==> config.mk <==
export PLATFORM = sky130hd
export DESIGN_NAME = multiplier_fixed_point_seq
export DESIGN_NICKNAME = d
export VERILOG_FILES = /design/src/rtl/fixed_point_pkg.sv /design/src/rtl/fixed_point_mul_finalize.sv /design/src/rtl/multiplier_fixed_point_seq.sv
export SDC_FILE = /design/constraint.sdc
export NUM_CORES = 1
export LEC_CHECK = 0
export BUFFER_PORTS_ARGS = -buffer_cell sky130_fd_sc_hd__buf_2
export CAP_MARGIN = 10
export CORE_MARGIN = 3
export CORE_UTILIZATION = 51
export CTS_CLUSTER_SIZE = 20
export DETAILED_ROUTE_END_ITERATION = 8
export GPL_ROUTABILITY_DRIVEN = 0
export PLACE_DENSITY = 0.72
export SLEW_MARGIN = 20
export SYNTH_ARGS = -nofsm -noshare
export SYNTH_HDL_FRONTEND = slang
export SYNTH_HIERARCHICAL = 1
export SYNTH_SLANG_ARGS = --single-unit
==> constraint.sdc <==
create_clock -name clock -period 2.9 [get_ports clock]
set_input_delay 0.145 -clock clock [delete_from_list [all_inputs] [get_ports clock]]
set_output_delay 0.145 -clock clock [all_outputs]
set_load 0.01 [all_outputs]
==> src/rtl/fixed_point_pkg.sv <==
// Shared definitions for the iterative fixed-point multiplier and divider:
// the sequencer state encoding and the saturation constants.
package fixed_point_pkg;

    typedef enum logic [1:0] {
        IDLE = 2'd0,
        MUL  = 2'd1,
        FIN  = 2'd2,
        DONE = 2'd3
    } state_t;

    // Largest positive value of a width-bit number, zero-extended to 64 bits.
    // The caller keeps the low `width` bits.
    function automatic logic [63:0] fixedMaxPos(input int width, input bit is_signed);
        logic [63:0] one;
        one = 64'd1;
        if (is_signed) begin
            return (one << (width - 1)) - one;
        end
        return (one << width) - one;
    endfunction

    // Most negative value of a width-bit number as a raw bit pattern (0x80..0).
    // It is zero for unsigned formats.
    function automatic logic [63:0] fixedMinNeg(input int width, input bit is_signed);
        logic [63:0] one;
        one = 64'd1;
        if (is_signed) begin
            return one << (width - 1);
        end
        return 64'd0;
    endfunction

endpackage

==> src/rtl/fixed_point_mul_finalize.sv <==
// Result stage of the shift-add multiplier. It drops the B2 fraction bits
// of the raw magnitude product, applies the sign and saturates to A1.A2.
// It is purely combinational, so it can be tested on its own.
module fixed_point_mul_finalize
    import fixed_point_pkg::*;
#(
    parameter int A1     = 8,
    parameter int A2     = 8,
    parameter int B1     = 8,
    parameter int B2     = 8,
    parameter int SIGNED = 1
) (
    input  logic [A1+A2+B1+B2-1:0] acc,
    input  logic                   neg,
    output logic [A1+A2-1:0]       result,
    output logic                   overflow
);

    localparam int AW   = A1 + A2;
    localparam int ACCW = A1 + A2 + B1 + B2;
    localparam int MW   = ACCW - B2;

    localparam logic [63:0] MAX_POS_64 = fixedMaxPos(AW, SIGNED != 0);
    localparam logic [63:0] MIN_NEG_64 = fixedMinNeg(AW, SIGNED != 0);

    localparam logic [AW-1:0] MAX_POS = MAX_POS_64[AW-1:0];
    localparam logic [AW-1:0] MIN_NEG = MIN_NEG_64[AW-1:0];

    // A magnitude above these limits cannot be represented in A1.A2.
    // In unsigned mode LIM_POS is all ones, so "above" means >= 2^AW.
    localparam logic [MW-1:0] LIM_POS = MW'(MAX_POS_64);
    localparam logic [MW-1:0] LIM_NEG = MW'(MIN_NEG_64);

    logic [MW-1:0] mag;
    logic          unused_frac;

    // Truncating the magnitude before applying the sign rounds toward zero.
    assign mag         = acc[ACCW-1:B2];
    assign unused_frac = ^acc[B2-1:0];

    // Apply the sign, then clamp to the format range.
    always_comb begin
        // NOTE: give every output a default first so that no path through the ifs infers a latch.
        result   = '0;
        overflow = 1'b0;
        if (neg) begin
            if (mag > LIM_NEG) begin
                result   = MIN_NEG;
                overflow = 1'b1;
            end else begin
                // A zero magnitude negates to zero, so -0 never appears.
                result = -mag[AW-1:0];
            end
        end else begin
            if (mag > LIM_POS) begin
                result   = MAX_POS;
                overflow = 1'b1;
            end else begin
                result = mag[AW-1:0];
            end
        end
    end

endmodule

==> src/rtl/multiplier_fixed_point_seq.sv <==
// Iterative shift-add fixed-point multiplier: out = a * b. The operand a is
// in A1.A2 format, b is in B1.B2 format and out is in A1.A2 format.
// It handles one multiplier bit per clock, LSB first, with a fixed latency.
// It has a valid/ready handshake on both the operand and the result side.
module multiplier_fixed_point_seq
    import fixed_point_pkg::*;
#(
    parameter int A1     = 8,
    parameter int A2     = 8,
    parameter int B1     = 8,
    parameter int B2     = 8,
    parameter int SIGNED = 1
) (
    input  logic               clock,
    input  logic               reset,
    input  logic               inValid,
    output logic               inReady,
    input  logic [A1+A2-1:0]   a,
    input  logic [B1+B2-1:0]   b,
    output logic               outValid,
    input  logic               outReady,
    output logic [A1+A2-1:0]   out,
    output logic               overflow
);

    localparam int AW   = A1 + A2;
    localparam int W    = B1 + B2;
    localparam int ACCW = W + AW;
    localparam int CW   = ($clog2(W) > 0) ? $clog2(W) : 1;

    state_t          state;
    logic [ACCW-1:0] acc;
    logic [ACCW-1:0] mcand;
    logic [W-1:0]    mplier;
    logic [CW-1:0]   count;
    logic            neg;

    logic [AW-1:0]   abs_a;
    logic [W-1:0]    abs_b;
    logic            neg_in;

    logic [AW-1:0]   fin_out;
    logic            fin_ovf;

    assign inReady  = (state == IDLE);
    assign outValid = (state == DONE);

    // Split each operand into a magnitude and a sign. Negating the most
    // negative value gives 2^(n-1), which still fits as an unsigned number.
    always_comb begin
        abs_a  = a;
        abs_b  = b;
        neg_in = 1'b0;
        if (SIGNED != 0) begin
            if (a[AW-1]) abs_a = -a;
            if (b[W-1])  abs_b = -b;
            neg_in = a[AW-1] ^ b[W-1];
        end
    end

    fixed_point_mul_finalize #(
        .A1     (A1),
        .A2     (A2),
        .B1     (B1),
        .B2     (B2),
        .SIGNED (SIGNED)
    ) u_finalize (
        .acc      (acc),
        .neg      (neg),
        .result   (fin_out),
        .overflow (fin_ovf)
    );

    // Sequencer and datapath: accept, W add/shift steps, finalize, hold result.
    always_ff @(posedge clock) begin
        if (reset) begin
            // NOTE: the datapath registers are reset too; out must read 0 after reset and nothing stale may survive.
            state    <= IDLE;
            acc      <= '0;
            mcand    <= '0;
            mplier   <= '0;
            count    <= '0;
            neg      <= 1'b0;
            out      <= '0;
            overflow <= 1'b0;
        end else begin
            case (state)
                IDLE: begin
                    if (inValid) begin
                        // NOTE: non-blocking assignments keep every register update in this edge independent of statement order.
                        mcand  <= {{W{1'b0}}, abs_a};
                        mplier <= abs_b;
                        acc    <= '0;
                        count  <= '0;
                        neg    <= neg_in;
                        state  <= MUL;
                    end
                end
                MUL: begin
                    if (mplier[0]) begin
                        acc <= acc + mcand;
                    end
                    mcand  <= mcand << 1;
                    mplier <= mplier >> 1;
                    count  <= count + 1'b1;
                    if (count == CW'(W - 1)) begin
                        state <= FIN;
                    end
                end
                FIN: begin
                    out      <= fin_out;
                    overflow <= fin_ovf;
                    state    <= DONE;
                end
                DONE: begin
                    if (outReady) begin
                        state <= IDLE;
                    end
                end
                default: state <= IDLE;
            endcase
        end
    end

endmodule

==> results.toml, run 1 <==
[logic_synthesis]
async_reset_ff_share_pct = 0
synth.top_cell.area_share_pct = 30.64
synth.area.top_cells = "dfxtp_1 31%, nand2_1 7.5%, ha_1 7.2%"
synth.cell_area_um2 = 6794
synth_edf_count = 0
synth_ff_type = "dfxtp_1"
netlist_instances = 881
synth_top_area_cell = "dfxtp_1"
synth_nets = 957
yosys_register_bits = 104
syn_avg_cell_area_um2 = 7.712
yosys_warnings = 6
yosysUniqueCellTypes = 68
yosysSeqAreaShare_pct = 30.64

[timing]
setup_viol = 0
worst_slack_ns = 0.04493
worst_pin_slew_ns = 0.9966
relSlewSlack_pct = 33.44
timing.hold.ws_ns = 0.09324
final.min_clock_period_ns = 2.855
period_share_pct = 98.45
hold_viol_final = 0
finClkSkew_ns = 0.006534
fmax_ghz = 0.3503
rsz0062_at_grt = "yes"
finalSetupTns_ns = 0
finalMaxSlewViolations = 0

[power_and_ir_drop]
p_switching_w = 0.002054
power_w = 0.005183
combPwrFrac_pct = 41.1
power.internal_w = 0.003128
p_leak_nw = 3.274
swShare_pct = 39.64
ir_drop_mv = 0.5255
powerDensity_nw_per_um2 = 671.1
p_clk_share_pct = 24.4
seqPwrFrac_pct = 34.4

[critical_path]
critical_path_buf_inv_count = 1
critPathMaxFanout = 3
worstPathArrival_ns = 3.10
critPathKind = "flop to flop"
end_kind = "flop"
critPathLaunch = "acc[0]$_SDFFE_PP0P_"
r2r_slack_ns = 0.04
r2r_start = "acc[0]$_SDFFE_PP0P_"
path_cells = "ha_4, inv_2, fa_2, nor2b_4, o31a_1, a41o_1, a2111o_1, nand4_1, a32oi_2, a221o_1, xor2_1, a22o_1"
crit_required_ns = 3.15
start_kind = "flop"
critPathMaxStageDelay_ns = 0.42
cpLargestDelayFamily = "compound AO/OA/AOI/OAI gates"
slowest_stage = "a2111o_1"

[die]
initial_core_util_pct = 52.98
fp.dieW_um = 121.4
rows = 41
ios = 55
design.core.area_um2 = 12820
die_area_um2 = 14740
die_h_um = 121.4

[clock_network]
clkTransAtPathRegs_ns = 0.07
cts-root-buf = "clkbuf_16"
clk_latency_ns = 0.35
post_cts_buffers = 0
cts_buffer_depth = 2
cts_tree = "built"
numCtsBuffers = 9
h-tree-depth = 3
clkSinkCount = 104

[place]
place_ws_ns = -0.04015
dpl.cell_count = 1096
portBuffers = 54
hpwl_um = 11630

[routing]
ant_nets = 0
routedWlPerCell_um = 14.06
vias = 6272
remaining_drc_errors = 0
routed_wl_um = 15640
viasPerCell = 5.640
dr.pass1.iters = 5
drt-initial-drc-count = 376

[final_layout]
num-nets-final = 1011
diodes = 0
area_delta_synth_final_pct = 13.66
drive_above_1_share_pct = 14.26
instances_no_fill = 1112

[grt]
grt_usage_pct = 21.61
grt_overflow = 0
grt_pass1_vias = 5691
grt_max_degree = 64
grt_pass1_wl_um = 26410
antenna_found_initial = 0

[flow_run]
maxCapViolCount = 0

[min_path]
worstHoldPathType = "input port to flop"
min_from = "a[0]"

[status]
status = "finished clean"
-- registers in the layout, indices dropped and copies added, names as in the netlist --
register	flops
state	2
count	4
neg	1
acc	32
overflow	1
out	16
mcand	32
mplier	16
-- worst paths after layout --
check                                               end  cells past startpoint
worst max-delay path               acc[30]$_SDFFE_PP0P_                     12
worst min-delay path              mcand[0]$_SDFFE_PP0P_                      3
worst max register to register     acc[30]$_SDFFE_PP0P_                     12
worst min register to register  mplier[13]$_SDFFE_PP0P_                      2
-- power by group through the flow --
stage	registers, W	clock network (W)	logic, W
detailed placement	0.00181	0	0.00211
floorplan	0.00178	0	0.00155
finish	0.00178	0.00127	0.00213
CTS	0.00178	0.00129	0.00212
global placement	0.00181	0	0.00209
global route	0.00181	0.00135	0.00239
-- cell usage in the layout (no fill, tap or decap), types with 5 or more instances in the layout --
cell type,count
and3_1,7
a22oi_1,29
nor3_2,5
o31ai_1,10
a21o_1,12
a211oi_1,5
dfxtp_1,102
inv_1,22
nand3_1,16
nand2_1,135
a21oi_1,67
o21ai_0,62
a31oi_1,5
buf_2,54
nand2b_1,10
xor2_1,31
nor2b_1,6
mux2i_1,30
nor4_1,5
xnor2_1,20
nor3_1,13
or4_1,7
o211ai_1,16
buf_4,34
ha_1,37
nor2_1,103
clkbuf_16,9
-- layer usage --
metal | GRT usage (%) | part of all wire [%] | vias to the layer above
met5 | 0 | 0 | -
met4 | 5.742 | 1.6 | 0
met3 | 5.641 | 5.5 | 22
met2 | 34.51 | 44 | 141
met1 | 28.99 | 49 | 2845
li1 | - | - | 3264
-- cells in the mapped netlist (5+ instances only) --
library cell  number
o21ai_0           65
nand3_1           16
o211ai_1          16
a31oi_1            5
inv_1             23
a21o_1            12
or4_1              7
buf_1              5
a211oi_1           5
xnor2_1           20
mux2i_1           30
nand2b_1          10
xor2_1            31
nor3_2             5
a21oi_1           67
ha_1              39
nor2_1           103
clkbuf_1          37
dfxtp_1          104
nand2_1          135
o31ai_1           10
nor3_1            13
a22oi_1           29
and3_1             7
nor4_1             5
nor2b_1            6
-- cell families (layout without fill, tap and decap cells) --
logic type	count (synthesis)	after routing	share of synthesized area [%]
adder cells (fa/ha/maj)	40	40	7.477
multiplexers	30	30	4.420
buffers and inverters	69	128	4.107
AO/OA/AOI/OAI	253	253	23.92
XOR/XNOR	51	51	6.575
AND/OR/NAND/NOR	334	334	22.85
flip-flops	104	104	30.64
-- what timing repair did --
action	4_1_cts	5_1_grt
pin swaps	3	0
hold buffers	0	0
setup endpoints to repair	2	7
resized for setup	3	7
-- stage by stage --
stage / utilization, % / area, um2
3_3_place_gp: 57.54 / 7380
2_1_floorplan: - / 6794
6_report: 60.21 / 7722
5_1_grt: 60.21 / 7722
4_1_cts: 60.03 / 7699
3_5_place_dp: 57.54 / 7380
-- tightest hold or removal path: cells and delay by family --
kind / cells / cell delay, ns
buf+inv: 1 / 0.12
simple gates: 1 / 0.08
compound gates: 1 / 0.07
-- cell type report --
class,instances,area (um2)
fillers,1215,5102
multi-input cells,708,4477
flip-flops and latches,104,2085
repair buffers,89,545.5
clock buffers,11,252.7
well taps,172,215.2
inverters,23,86.33
clock inverters,5,61.31
Power figures use the tool's default switching activity.
==> inputs of run 2 (changes only) <==
CORE_UTILIZATION = 50   (was 51)
PLACE_DENSITY = 0.71   (was 0.72)
==> run 2 against run 1 <==
Net effect:
- the run now ends with setup timing left
- clock skew rose by 0.0022 ns
- hold slack improved by 0.00062 ns
- sequential power barely moved
- wire length rose by 1.9%
- sequential cell count did not move
- fmax fell by 1.6%
- utilization fell by 0.081 points
- register-to-register slack got worse by 0.05 ns
- critical endpoint unchanged
- total power rose by 2.6%
- clock-buffer cell count fell by 1
- highest routed layer unchanged
- critical path depth did not move
==> results.toml, run 2 (synthesized netlist as in run 1, its figures left out) <==
[final_layout]
fill_cells = 1233
area_delta_synth_final_pct = 14.42
final_cell_mix = "135 x nand2_1, 103 x nor2_1, 102 x dfxtp_1"
diodes = 0
instances_no_fill = 1115
largest_registers = "acc x32, mcand x32"
num-nets-final = 1014
register_area_um2 = 2085
drive_above_1_share_pct = 14.53
multi_input_area_um2 = 4477
layout_commonest_cell = "nand2_1"

[die]
design.core.area_um2 = 12930
die_area_um2 = 15020
ios = 55
fp.dieW_um = 122.6
initial_core_util_pct = 52.56
die_h_um = 122.6
rows = 41

[timing]
worst_pin_slew_ns = 0.9656
hold_viol_final = 0
final.min_clock_period_ns = 2.903
timing.hold.ws_ns = 0.09386
finalMaxSlewViolations = 0
period_share_pct = 100.1
relSlewSlack_pct = 35.51
setup_viol = 1
rsz0062_at_grt = "yes"
finClkSkew_ns = 0.008743
worst_slack_ns = -0.002758
fmax_ghz = 0.3445
finalSetupTns_ns = -0.002758

[clock_network]
cts-root-buf = "clkbuf_16"
clk_latency_ns = 0.35
numCtsBuffers = 9
h-tree-depth = 3
hold_buffers = 0
cts_buffer_depth = 2
cts_tree = "built"
clkTransAtPathRegs_ns = 0.07
clkSinkCount = 104

[routing]
routedWlPerCell_um = 14.29
ant_nets = 0
routed_wl_um = 15930
vias = 6301
dr.pass1.iters = 5
drt-initial-drc-count = 404
viasPerCell = 5.651
remaining_drc_errors = 0

[place]
dpl.cell_count = 1098
hpwl_um = 11820
place_ws_ns = -0.1066
portBuffers = 54

[critical_path]
end_kind = "flop"
critPathMaxStageDelay_ns = 0.43
critPathMaxFanout = 3
r2r_start = "acc[0]$_SDFFE_PP0P_"
r2r.worst_path.cells = 12
slowest_stage = "a2111o_1"
crit_required_ns = 3.15
worstPathArrival_ns = 3.15
start_kind = "flop"
regToRegEndpoint = "acc[30]$_SDFFE_PP0P_"
critPathKind = "flop to flop"
r2r_slack_ns = -0.003
path_cells = "ha_4, inv_2, fa_2, nor2b_4, o31a_1, a41o_1, a2111o_1, nand4_1, a32oi_2, a221o_1, xor2_1, a22o_1"

[grt]
grt_usage_pct = 21.89
grt_use_met3_pct = 4.332
busiest_layer = "met2"
grt_pass1_vias = 5735
antenna_found_initial = 0
use_met1_pct = 31.04
grt_overflow = 0
grt_max_degree = 53
grt_pass1_wl_um = 27030
use_met2_pct = 33.97

[min_path]
min_from = "a[0]"
min_path_cells = 3
worstHoldPathType = "input port to flop"
hold_end = "mcand[0]$_SDFFE_PP0P_"

[power_and_ir_drop]
p_leak_nw = 3.303
powerDensity_nw_per_um2 = 684.2
ir_drop_mv = 0.5328

[flow_run]
maxCapViolCount = 0

[status]
status = "finished, violations left"
violations = "setup timing"
## run 2: how the worst max path moves through the flow
stage / startpoint / end / depth (start not counted) / slack [ns]
detailed placement: acc[0]$_SDFFE_PP0P_ / acc[30]$_SDFFE_PP0P_ / 12 / -0.11
CTS: acc[0]$_SDFFE_PP0P_ / acc[30]$_SDFFE_PP0P_ / 12 / -0.01
global placement: acc[0]$_SDFFE_PP0P_ / acc[30]$_SDFFE_PP0P_ / 12 / -0.05
floorplan: acc[0]$_SDFFE_PP0P_ / acc[30]$_SDFFE_PP0P_ / 12 / 0.09
finish: acc[0]$_SDFFE_PP0P_ / acc[30]$_SDFFE_PP0P_ / 12 / -0.003
global route: acc[0]$_SDFFE_PP0P_ / acc[30]$_SDFFE_PP0P_ / 12 / -0.10
## run 2: routing by layer
metal	share of wire, %	up-vias
met5	0	-
li1	-	3269
met1	50	2864
met4	0.93	0
met2	44	154
met3	5.6	14
## run 2: repair_timing
item / in CTS / in global routing
resized for setup: 7 / 3
setup buffers: 0 / 1
endpoints found under the hold margin: 0 / 0
pin swaps: 7 / 0
setup endpoints to repair: 2 / 4
## run 2: power breakdown
part	leakage [nW]	internal, W	switching [W]
sequential	0.844	0.00163	0.000157
combinational	2.29	0.000742	0.00136
clock	0.173	0.000872	0.000554
total	3.30	0.00325	0.00207
## run 2: area by class of cell
type / instances / share of cell area [%]
multi-input combinational: 708 / 57.59
timing repair buffer: 92 / 7.146
clock inverter: 6 / 1.497
inverter: 23 / 1.111
clock buffer: 10 / 3.074
tap: 172 / 2.768
sequential: 104 / 26.81
## run 2: stage by stage
stage | util [%] | cell area (um2) | total power (W)
detailed placement | 57.10 | 7382 | 0.003917
floorplan | - | 6794 | 0.003326
finish | 60.13 | 7774 | 0.005319
global placement | 57.10 | 7382 | 0.003897
global route | 60.13 | 7774 | 0.005692
CTS | 60.05 | 7762 | 0.005342
## run 2: worst max-delay path: cells and delay by family (launching register included)
family                   cells  cell delay (ns)
AO/OA/AOI/OAI                6             1.68
adder cells (fa/ha/maj)      2             0.39
flip-flops                   1             0.34
AND/OR/NAND/NOR              2             0.19
XOR/XNOR                     1             0.14
buffers and inverters        1             0.05
